[src/rtl/ca4_q8_serial_to_parallel.sv]
// Serial-to-parallel receiver: MSB-first words on a valid/ready register with sticky overrun.
// Optional even-parity trailer bit enabled by defining CA4_S2P_PARITY_EN.
module ca4_q8_serial_to_parallel #(
   parameter int unsigned WIDTH = 8,
   parameter int unsigned CNT_W = 4
) (
   input  logic             clk,
   input  logic             rs,
   input  logic             clr,
   input  logic             din,
   input  logic             din_en,
   output logic [WIDTH-1:0] dout,
   output logic             dout_valid,
   input  logic             dout_ready,
   output logic [CNT_W-1:0] bit_cnt,
   output logic             overrun,
   output logic             parity_err
);

`ifdef CA4_S2P_PARITY_EN
   localparam int unsigned FRAME = WIDTH + 1;
`else
   localparam int unsigned FRAME = WIDTH;
`endif
   localparam logic [CNT_W-1:0] LAST = CNT_W'(FRAME - 1);

   typedef enum logic {IDLE, SHIFT} state_e;

   state_e             state_q, state_d;
   logic [WIDTH-1:0]   sr_q, sr_d;
   logic [CNT_W-1:0]   cnt_q, cnt_d;
   logic [WIDTH-1:0]   dout_q, dout_d;
   logic               valid_q, valid_d;
   logic               ovr_q, ovr_d;
   logic               done;
`ifdef CA4_S2P_PARITY_EN
   logic               perr_q, perr_d;
`endif

   always_ff @(posedge clk or negedge rs) begin
      if (!rs) begin
         state_q <= IDLE;
         sr_q    <= '0;
         cnt_q   <= '0;
         dout_q  <= '0;
         valid_q <= 1'b0;
         ovr_q   <= 1'b0;
`ifdef CA4_S2P_PARITY_EN
         perr_q  <= 1'b0;
`endif
      end else begin
         state_q <= state_d;
         sr_q    <= sr_d;
         cnt_q   <= cnt_d;
         dout_q  <= dout_d;
         valid_q <= valid_d;
         ovr_q   <= ovr_d;
`ifdef CA4_S2P_PARITY_EN
         perr_q  <= perr_d;
`endif
      end
   end

   always_comb begin
      state_d = state_q;
      sr_d    = sr_q;
      cnt_d   = cnt_q;
      dout_d  = dout_q;
      valid_d = valid_q;
      ovr_d   = ovr_q;
      done    = 1'b0;
`ifdef CA4_S2P_PARITY_EN
      perr_d  = perr_q;
`endif

      if (valid_q && dout_ready) valid_d = 1'b0;

      if (clr) begin
         state_d = IDLE;
         sr_d    = '0;
         cnt_d   = '0;
         ovr_d   = 1'b0;
      end else if (din_en) begin
         case (state_q)
            IDLE: begin
               sr_d    = {sr_q[WIDTH-2:0], din};
               cnt_d   = CNT_W'(1);
               state_d = SHIFT;
            end
            SHIFT: begin
               if (cnt_q == LAST) begin
                  done = 1'b1;
               end else begin
                  sr_d  = {sr_q[WIDTH-2:0], din};
                  cnt_d = cnt_q + CNT_W'(1);
               end
            end
            default: state_d = IDLE;
         endcase
      end

      // Completion overrides the ready-driven clear so a word taken on this edge is replaced, not lost.
      if (done) begin
`ifdef CA4_S2P_PARITY_EN
         dout_d = sr_q;
         perr_d = ^{sr_q, din};
`else
         dout_d = {sr_q[WIDTH-2:0], din};
`endif
         valid_d = 1'b1;
         if (valid_q && !dout_ready) ovr_d = 1'b1;
         sr_d    = '0;
         cnt_d   = '0;
         state_d = IDLE;
      end
   end

   assign dout       = dout_q;
   assign dout_valid = valid_q;
   assign bit_cnt    = cnt_q;
   assign overrun    = ovr_q;
`ifdef CA4_S2P_PARITY_EN
   assign parity_err = perr_q;
`else
   assign parity_err = 1'b0;
`endif

endmodule

[config.mk]
export PLATFORM = sky130hd
export DESIGN_NAME = ca4_q8_serial_to_parallel
export DESIGN_NICKNAME = d
export VERILOG_FILES = /design/src/rtl/ca4_q8_serial_to_parallel.sv
export SDC_FILE = /design/constraint.sdc
export NUM_CORES = 1
export LEC_CHECK = 0
export CORE_MARGIN = 2
export CORE_UTILIZATION = 47
export CTS_BUF_LIST = sky130_fd_sc_hd__clkbuf_16
export DETAILED_ROUTE_END_ITERATION = 16
export PLACE_DENSITY = 0.75
export SETUP_SLACK_MARGIN = 0.4
export SLEW_MARGIN = 30
export SYNTH_ARGS = -nofsm -noshare
export SYNTH_HDL_FRONTEND = slang
export SYNTH_SLANG_ARGS = --single-unit
[constraint.sdc]
create_clock -name clk -period 2.2 [get_ports clk]
set_input_delay 0.44 -clock clk [delete_from_list [all_inputs] [get_ports clk]]
set_output_delay 0.44 -clock clk [all_outputs]
set_load 0.01 [all_outputs]
==> results.tsv, run 1 <==
stage	metric	value	unit
outcome	status	finished clean	
clocking	htreeDepth	1	
power_and_ir_drop	pwr-share-seq	43.3	%
sta	fmax	0.594	GHz
sta	drv_slew	0	
die	die_h	48.0	µm
clocking	cts_max_path_buffers	2	
final_layout	syn_to_final_growth	35.4	%
die	core_area	1760	µm²
worst_setup_path	critPathCaptureType	primary output	
worst_setup_path	startpoint_type	register	
sta	finalCriticalPeriod	1.68	ns
synth	synth_edf_count	0	
final_layout	nets	90	
final_layout	final_layout_size_suffix_gt1_share	19.5	%
power_and_ir_drop	power_leakage	0.000582	µW
clocking	clkSlewWorstSetupHoldPaths	0.06	ns
final_layout	n_fill_cell	128	
synth	yosys_warnings	0	
die	ios	21	
sta	setup_tns	0	ns
synth	ys_types	19	
die	die_x	48.0	µm
sta	hold_viol_final	0	
sta	rsz0062_at_grt	false	
synth	synth_seq_area_share	60.6	%
power_and_ir_drop	swShare	17.8	%
synth	netlist_instances	61	
synth	synth_xor_area_share	0.964	%
clocking	cts_sinks	22	
clocking	cts_tree	yes	
worst_setup_path	cp_data_required_time	1.76	ns
synth	avgSynthCellArea	14.9	µm²
worst_setup_path	cp_cell_sequence	clkdlybuf4s50_1	
place	place_hpwl	1010	µm
hold_path	hp-class	reg2reg	
synth	synth_area_leaders	dfrtp_1 61%, mux2_4 13%, a22o_1 7.7%	
place	gp_congestion	0.753	
synth	yosys.area.top_type	dfrtp_1	
job	maxCapViolCount	0	
global_route	grt_pass1_wl	2620	µm
drt	wirelength	1530	µm
worst_setup_path	path_class	reg2out	
final_layout	antenna_cells	0	
place	portBuffers	19	
synth	syn-cell-area	908	µm²
synth	synth_top_area_share	60.6	%
synth	synth_nets	68	
power_and_ir_drop	p_comb_share	4.4	%
worst_setup_path	cp_max_fo	5	
clocking	insertion_delay	0.26	ns
global_route	grt_usage	17.1	%
sta	timing.slew.headroom	50.8	%
power_and_ir_drop	total_power	962	µW
worst_setup_path	critPathSlowestCell	clkdlybuf4s50_1	
drt	viasPerCell	5.36	
sta	worst_pin_slew	0.736	ns
synth	synth.area.mux_share	14.3	%
power_and_ir_drop	pwr-share-clk	52.4	%
power_and_ir_drop	power_density	782	nW/µm²
power_and_ir_drop	p_sw	171	µW
synth	synth_flop_cell	dfrtp_1	
global_route	first_global_vias	573	
worst_setup_path	critPathTopFamily	buffers and inverters	
die	initial_utilization	51.5	%
power_and_ir_drop	intPower	791	µW
clocking	cts_setup_buffers	0	
power_and_ir_drop	peakVddDrop	0.000884	V
sta	fin_worst_skew	0.00793	ns
synth	synth_top_family_by_area	multiplexers	
clocking	numCtsBuffers	3	
global_route	grt.overflow.total	0	
synth	synth_seq_cells	22	
worst_setup_path	max_stage_delay	0.56	ns
drt	drt_iter0_drc	8	
clocking	cts_root_buffer	clkbuf_16	
global_route	grt_max_degree	23	
die	rows	15	
worst_setup_path	worstPathArrival	1.24	ns
worst_setup_path	path_buf_inv	1	
sta	period_share	76.5	%
drt	drt_pass1_iterations	3	
drt	vias	574	
synth	synth_adder_area_share	1.38	%
drt	drc	0	
synth	synth-compound-area-share	13.8	%
synth	synth-simple-area-share	4.41	%
drt	ant_nets	0	
global_route	antenna_found_initial	0	
die	die-area	2300	µm²
synth	async_flop_share	100	%
drt	wire_per_inst	14.3	µm
sta	finalSetupViolCount	0	
[layout make-up]
class	count	area, µm²	area share, %
clock buffers	3	75.1	6.10
clock inverters	1	30.0	2.44
inverters	2	7.51	0.610
multi-input cells	33	330	26.9
flip-flops and latches	22	551	44.8
well taps	25	31.3	2.54
repair buffers	21	205	16.7
[final timing paths]
| check | start | end | slack, ns | cells after the start |
|---|---|---|---|---|
| setup reg to reg | bit_cnt[0] | dout[0] | 0.56 | 4 |
| hold reg to reg | dout[3] | dout[3] | 0.51 | 1 |
| max in group asynchronous | rs | sr_q[0] | 1.45 | 2 |
| min in group asynchronous | rs | bit_cnt[0] | 0.53 | 2 |
| hold / removal | dout[3] | dout[3] | 0.51 | 1 |
| setup / recovery | bit_cnt[0] | bit_cnt[0] | 0.52 | 1 |
[flip-flops by register name, indices dropped and copies added (netlist names)]
name / cells
dout: 8
sr_q: 7
bit_cnt: 4
dout_valid: 1
overrun: 1
state_q: 1
[timing repair]
action | CTS | global route
resized for setup | 1 | 2
hold buffers | 0 | 0
setup endpoints to repair | 8 | 16
[cell usage after synthesis (2+ instances only)]
cell type	instances
a21o_1	2
a22o_1	8
a32o_1	4
buf_4	2
dfrtp_1	22
inv_1	2
mux2_4	8
nand2_1	2
[cell usage in the layout, fill, tap and decap left out, drive strengths merged]
master	instances
ha	1
and4b	1
a32o	4
a21o	2
dfrtp	22
xnor2	1
a22o	8
bufinv	1
buf	2
clkbuf	3
mux2	8
nor3b	1
mux2i	1
nand3	1
and3	1
conb	1
nor2	1
inv	2
nand2	2
clkdlybuf4s50	19
[logic make-up after synthesis]
kind of cell	count (synthesis)
adders and majority gates	1
xor gates and xnor gates	1
DFF	22
buffers and inverters	6
muxes	9
and+or+nand+nor	7
other	1
AOI/OAI and AO/OA	14
[per-layer routing]
metal | up-vias | wire length [µm] | GRT usage (%) | share of wire (%)
met5 | - | 0 | 0 | 0
met4 | 0 | 10 | 3.24 | 0.65
met3 | 2 | 84 | 7.92 | 5.5
met2 | 15 | 664 | 24.3 | 43
met1 | 290 | 772 | 24.3 | 50
li1 | 267 | - | - | -
[through the flow]
| step | util (%) | area (µm²) | hold slack, ns | cells | worst slack (ns) |
|---|---|---|---|---|---|
| 2_1_floorplan | - | 908 | 0.144 | 61 | 0.603 |
| 3_3_place_gp | 63.2 | 1110 | 0.493 | 103 | 0.215 |
| 3_5_place_dp | 63.2 | 1110 | 0.496 | 103 | 0.189 |
| 4_1_cts | 69.2 | 1220 | 0.514 | 107 | 0.465 |
| 5_1_grt | 69.7 | 1230 | 0.533 | 107 | 0.453 |
| 6_report | 69.7 | 1230 | 0.512 | 107 | 0.518 |
[power by group through the flow]
stage	Clock, µW	Sequential [µW]	Combinational (µW)
after floorplan	0	423	16.5
after global placement	0	423	41.5
after detailed placement	0	424	41.9
after CTS	512	416	41.9
after global routing	531	417	48.0
final	504	416	41.9
(Power assumes the default switching activity.)
==> run 2, diff against run 1 <==
clock period = 1.72 ns   (was 2.2 ns; I/O delays follow)
==> run 2 against run 1 <==
Die area unchanged; sequential cell count is the same; final cell count rose by 12%; count of clock-buffer cells in the layout unchanged; global-route usage increased by 2.7 points; critical path depth is 4 higher; setup slack worse by 0.29 ns; clock skew shrank 0.0042 ns; first-iteration DRC count rose by 25%; critical endpoint is now bit_cnt[1]; largest power group unchanged; highest routed layer unchanged.
==> results.tsv, run 2 (same netlist as run 1, synthesis figures left out) <==
stage	metric	value	unit
outcome	status	finished clean	
die	die-area	2300	µm²
worst_setup_path	critPathCaptureType	register	
hold_path	hp-class	in2async	
drt	wire_per_inst	15.8	µm
drt	drt_iter0_drc	10	
final_layout	fin_cells	120	
place	portBuffers	19	
drt	drt_pass1_iterations	4	
power_and_ir_drop	swShare	18.4	%
final_layout	final_cell_mix	22 x dfrtp_1, 10 x dlygate4sd2_1, 10 x buf_4	
worst_setup_path	crit_path_start	bit_cnt[1]	
final_layout	antenna_cells	0	
final_layout	utilization	75.1	%
drt	ant_nets	0	
worst_setup_path	cp_data_required_time	1.91	ns
clocking	numCtsBuffers	3	
die	die_h	48.0	µm
place	place_ws	-0.153	ns
final_layout	nets	103	
die	core_area	1760	µm²
drt	vias	643	
worst_setup_path	path_class	reg2reg	
drt	wirelength	1900	µm
worst_setup_path	worstPathArrival	1.69	ns
power_and_ir_drop	pwr-share-seq	42.2	%
worst_setup_path	startpoint_type	register	
drt	drc	0	
global_route	grt_max_degree	23	
worst_setup_path	reg2reg_to	bit_cnt[1]	
final_layout	n_fill_cell	124	
clocking	clkSlewWorstSetupHoldPaths	0.06	ns
clocking	cts_root_buffer	clkbuf_16	
place	place_hpwl	1220	µm
die	rows	15	
power_and_ir_drop	power_density	946	nW/µm²
sta	finalSetupViolCount	0	
drt	viasPerCell	5.36	
final_layout	syn_to_final_growth	45.9	%
clocking	cts_max_path_buffers	2	
global_route	grt_pass1_wl	2960	µm
global_route	grt.overflow.total	0	
sta	hold_viol_final	0	
worst_setup_path	reg2regPathDepth	5	
sta	fmax	0.669	GHz
power_and_ir_drop	p_sw	231	µW
job	maxCapViolCount	0	
global_route	antenna_found_initial	0	
clocking	insertion_delay	0.26	ns
global_route	first_global_vias	611	
final_layout	multi_input_area	353	µm²
power_and_ir_drop	peakVddDrop	0.000645	V
power_and_ir_drop	power_leakage	0.000705	µW
worst_setup_path	reg2reg_setup_slack	0.23	ns
sta	finalCriticalPeriod	1.49	ns
final_layout	largest_register_ffs	8	
die	die_x	48.0	µm
die	initial_utilization	51.5	%
clocking	cts_sinks	22	
global_route	grt_usage	19.7	%
clocking	htreeDepth	1	
sta	rsz0062_at_grt	true	
place	dp.cells	112	
sta	period_share	86.9	%
power_and_ir_drop	intPower	1020	µW
clocking	cts_tree	yes	
sta	fin_worst_skew	0.00370	ns
place	gp_congestion	0.754	
die	ios	21	
final_layout	mostFrequentLayoutCell	dfrtp_1	
worst_setup_path	cp_max_fo	6	
power_and_ir_drop	total_power	1250	µW
sta	setup_slack	0.226	ns
power_and_ir_drop	p_comb_share	6.1	%
worst_setup_path	rr_startpoint	bit_cnt[1]	
power_and_ir_drop	pwr-share-clk	51.7	%
final_layout	final_layout_size_suffix_gt1_share	37.9	%
final_layout	final-seq-area	551	µm²
sta	drv_slew	0	
## run 2: cell types whose count changed in the layout (fill, tap and decap cells not counted), moves of 4 or more
cell,delta
dlygate4sd2_1,+10
clkdlybuf4s50_1,-14
buf_6,+4
buf_4,+8
buf_2,+4
## run 2: layer usage
layer  wire (µm)  track usage [%]
met1         856             25.2
met2         944             30.9
met3          56             3.77
met4          42             11.9
met5           0                0
## run 2: area by class of cell
class                   instances  area share [%]
clock buffers                   3            5.67
clock inverters                 1            2.27
multi-input cells              34            26.6
flip-flops and latches         22            41.5
repair buffers                 33            21.0
inverters                       2           0.567
well taps                      25            2.36
## run 2: repair_timing
item	4_1_cts	5_1_grt
buffers inserted	2	0
gates resized for setup	35	3
setup endpoints to repair	36	22
gates cloned	1	1
pin swaps	5	5
hold buffers	0	0
## run 2: power groups by stage
stage          clock network [µW]  registers, µW  logic [µW]
6_report                      649            529        76.0
5_1_grt                       683            530        83.5
4_1_cts                       656            529        74.3
3_5_place_dp                    0            538        70.0
3_3_place_gp                    0            538        67.4
2_1_floorplan                   0            541        21.2
## run 2: worst max path at each step
| stage | slack [ns] | depth (start not counted) | to |
|---|---|---|---|
| after floorplan | 0.16 | 5 | dout[0] |
| after global placement | -0.11 | 4 | dout[0] |
| after detailed placement | -0.15 | 4 | dout[1] |
| after CTS | 0.22 | 4 | dout[5] |
| after global routing | 0.15 | 5 | bit_cnt[1] |
| final | 0.23 | 5 | bit_cnt[1] |
## run 2: metrics by stage
step / hold slack [ns] / setup TNS (ns) / area, µm²
3_5_place_dp: 0.489 / -1.96 / 1180
6_report: 0.443 / 0 / 1330
3_3_place_gp: 0.484 / -1.37 / 1180
4_1_cts: 0.453 / 0 / 1310
2_1_floorplan: 0.0484 / 0 / 911
5_1_grt: 0.474 / 0 / 1330
## run 2: worst max-delay path, cell delays in order, from the launching register on
cell     delay [ns]
dfrtp_1        0.39
ha_2           0.20
and4b_2        0.23
nor3b_2        0.24
buf_4          0.19
a32o_1         0.18
==> run 3, diff against run 2 <==
TNS_END_PERCENT = 5   (was not set)
==> run 3 against run 2 <==
Setup slack worse by 0.033 ns; count of clock-buffer cells in the layout unchanged; hold slack better by 0.0066 ns; final cell count down 0.83%; die area unchanged; fmax down 2.2%; sequential share of layout area up 0.72 points; via count down 3.9%; routed wire length down 3.2%; sequential cell count unchanged; core utilization down 1.3 points; critical path type unchanged; critical endpoint unchanged; highest routed layer unchanged.
==> results.tsv, run 3 (same netlist as run 1, synthesis figures left out) <==
stage	metric	value	unit
sta	drv_slew	0	
die	die_h	48.0	µm
global_route	first_global_vias	614	
final_layout	final_layout_size_suffix_gt1_share	30.9	%
clocking	cts_sinks	22	
place	dp.cells	114	
final_layout	multi_input_area	342	µm²
place	portBuffers	19	
drt	wire_per_inst	15.5	µm
clocking	numCtsBuffers	3	
worst_setup_path	max_stage_delay	0.39	ns
die	initial_utilization	51.5	%
global_route	grt_max_degree	23	
drt	drt_iter0_drc	16	
drt	drt_pass1_iterations	4	
sta	rsz0062_at_grt	true	
sta	worst_pin_slew	0.542	ns
worst_setup_path	path_class	reg2reg	
worst_setup_path	cp_data_required_time	1.90	ns
final_layout	nets	102	
hold_path	hp-class	in2async	
sta	hold_viol_final	0	
global_route	antenna_found_initial	0	
clocking	cts_root_buffer	clkbuf_16	
global_route	grt_usage	20.0	%
final_layout	syn_to_final_growth	43.4	%
power_and_ir_drop	power_density	826	nW/µm²
sta	period_share	88.8	%
place	gp_congestion	0.727	
die	die-area	2300	µm²
drt	ant_nets	0	
job	maxCapViolCount	0	
power_and_ir_drop	power_leakage	0.000653	µW
clocking	cts_tree	yes	
final_layout	final_cell_mix	22 x dfrtp_1, 14 x clkdlybuf4s50_1, 13 x buf_4	
global_route	grt_pass1_wl	3040	µm
power_and_ir_drop	total_power	1080	µW
die	core_area	1760	µm²
worst_setup_path	startpoint_type	register	
worst_setup_path	worstPathArrival	1.71	ns
worst_setup_path	path_buf_inv	2	
final_layout	n_fill_cell	131	
sta	timing.slew.headroom	63.8	%
global_route	grt.overflow.total	0	
outcome	status	finished clean	
final_layout	antenna_cells	0	
sta	fin_worst_skew	0.00396	ns
worst_setup_path	critPathTopFamily	simple AND/OR/NAND/NOR gates	
drt	wirelength	1840	µm
final_layout	fin_cells	119	
clocking	cts_max_path_buffers	2	
die	rows	15	
worst_setup_path	cp_cell_sequence	ha_2, and4b_1, buf_4, nor3b_4, buf_6, a32o_1	
drt	drc	0	
sta	finalCriticalPeriod	1.53	ns
final_layout	largest_register_ffs	8	
worst_setup_path	critPathCaptureType	register	
clocking	clkSlewWorstSetupHoldPaths	0.06	ns
die	die_x	48.0	µm
clocking	ctsHoldBuffers	0	
place	place_hpwl	1180	µm
power_and_ir_drop	peakVddDrop	0.00113	V
clocking	htreeDepth	1	
worst_setup_path	critPathSlowestCell	dfrtp_1	
final_layout	mostFrequentLayoutCell	dfrtp_1	
clocking	insertion_delay	0.25	ns
drt	vias	618	
worst_setup_path	cp_max_fo	6	
sta	fmax	0.655	GHz
clocking	cts_setup_buffers	0	
die	ios	21	
drt	viasPerCell	5.19	
sta	finalSetupViolCount	0	
final_layout	final-seq-area	551	µm²
==> run 3: report_power, final <==
| group | total, µW | switching (µW) | leakage (µW) | internal [µW] |
|---|---|---|---|---|
| Clock | 472 | 162 | 0.0000385 | 309 |
| Sequential | 529 | 4.32 | 0.000304 | 525 |
| Combinational | 75.6 | 38.8 | 0.000311 | 36.9 |
| Total | 1080 | 206 | 0.000653 | 871 |
==> run 3: area by class of cell <==
type                       instances  area share [%]
sequential                        22            42.3
multi-input combinational         33            26.2
timing repair buffer              33            22.5
clock buffer                       3            5.76
tap                               25            2.40
inverter                           2           0.576
clock inverter                     1           0.288
==> run 3: metrics by stage <==
stage | worst slack [ns] | cell area (µm²) | TNS [ns] | hold slack (ns) | utilization [%]
after detailed placement | -0.132 | 1200 | -2.22 | 0.493 | 68.0
final | 0.192 | 1300 | 0 | 0.449 | 73.8
after CTS | 0.204 | 1290 | 0 | 0.454 | 73.1
after floorplan | 0.159 | 911 | 0 | 0.0484 | -
after global routing | 0.147 | 1300 | 0 | 0.484 | 73.8
after global placement | -0.106 | 1200 | -1.60 | 0.491 | 68.0
==> run 3: path summary, 6_finish.rpt <==
| kind | from | end | slack (ns) | cells past startpoint |
|---|---|---|---|---|
| worst max-delay path | bit_cnt[1] | bit_cnt[1] | 0.19 | 6 |
| max in group asynchronous | rs | sr_q[1] | 1.05 | 2 |
| min in group clk | sr_q[6] | sr_q[6] | 0.51 | 1 |
| worst max register to register | bit_cnt[1] | bit_cnt[1] | 0.19 | 6 |
| worst min register to register | sr_q[6] | sr_q[6] | 0.51 | 1 |
| worst min-delay path | rs | dout[6] | 0.45 | 2 |
==> run 3: metal layers <==
metal	routed length (µm)	vias up	GRT usage, %
met4	6	0	1.62
met2	936	10	32.3
met3	43	2	6.79
met5	0	-	0
li1	-	291	-
met1	855	315	27.5
==> run 3: timing repair <==
action	in CTS	in global routing
pin swaps	3	1
gates resized for setup	10	3
cloned	1	0
endpoints found under the setup margin	36	35
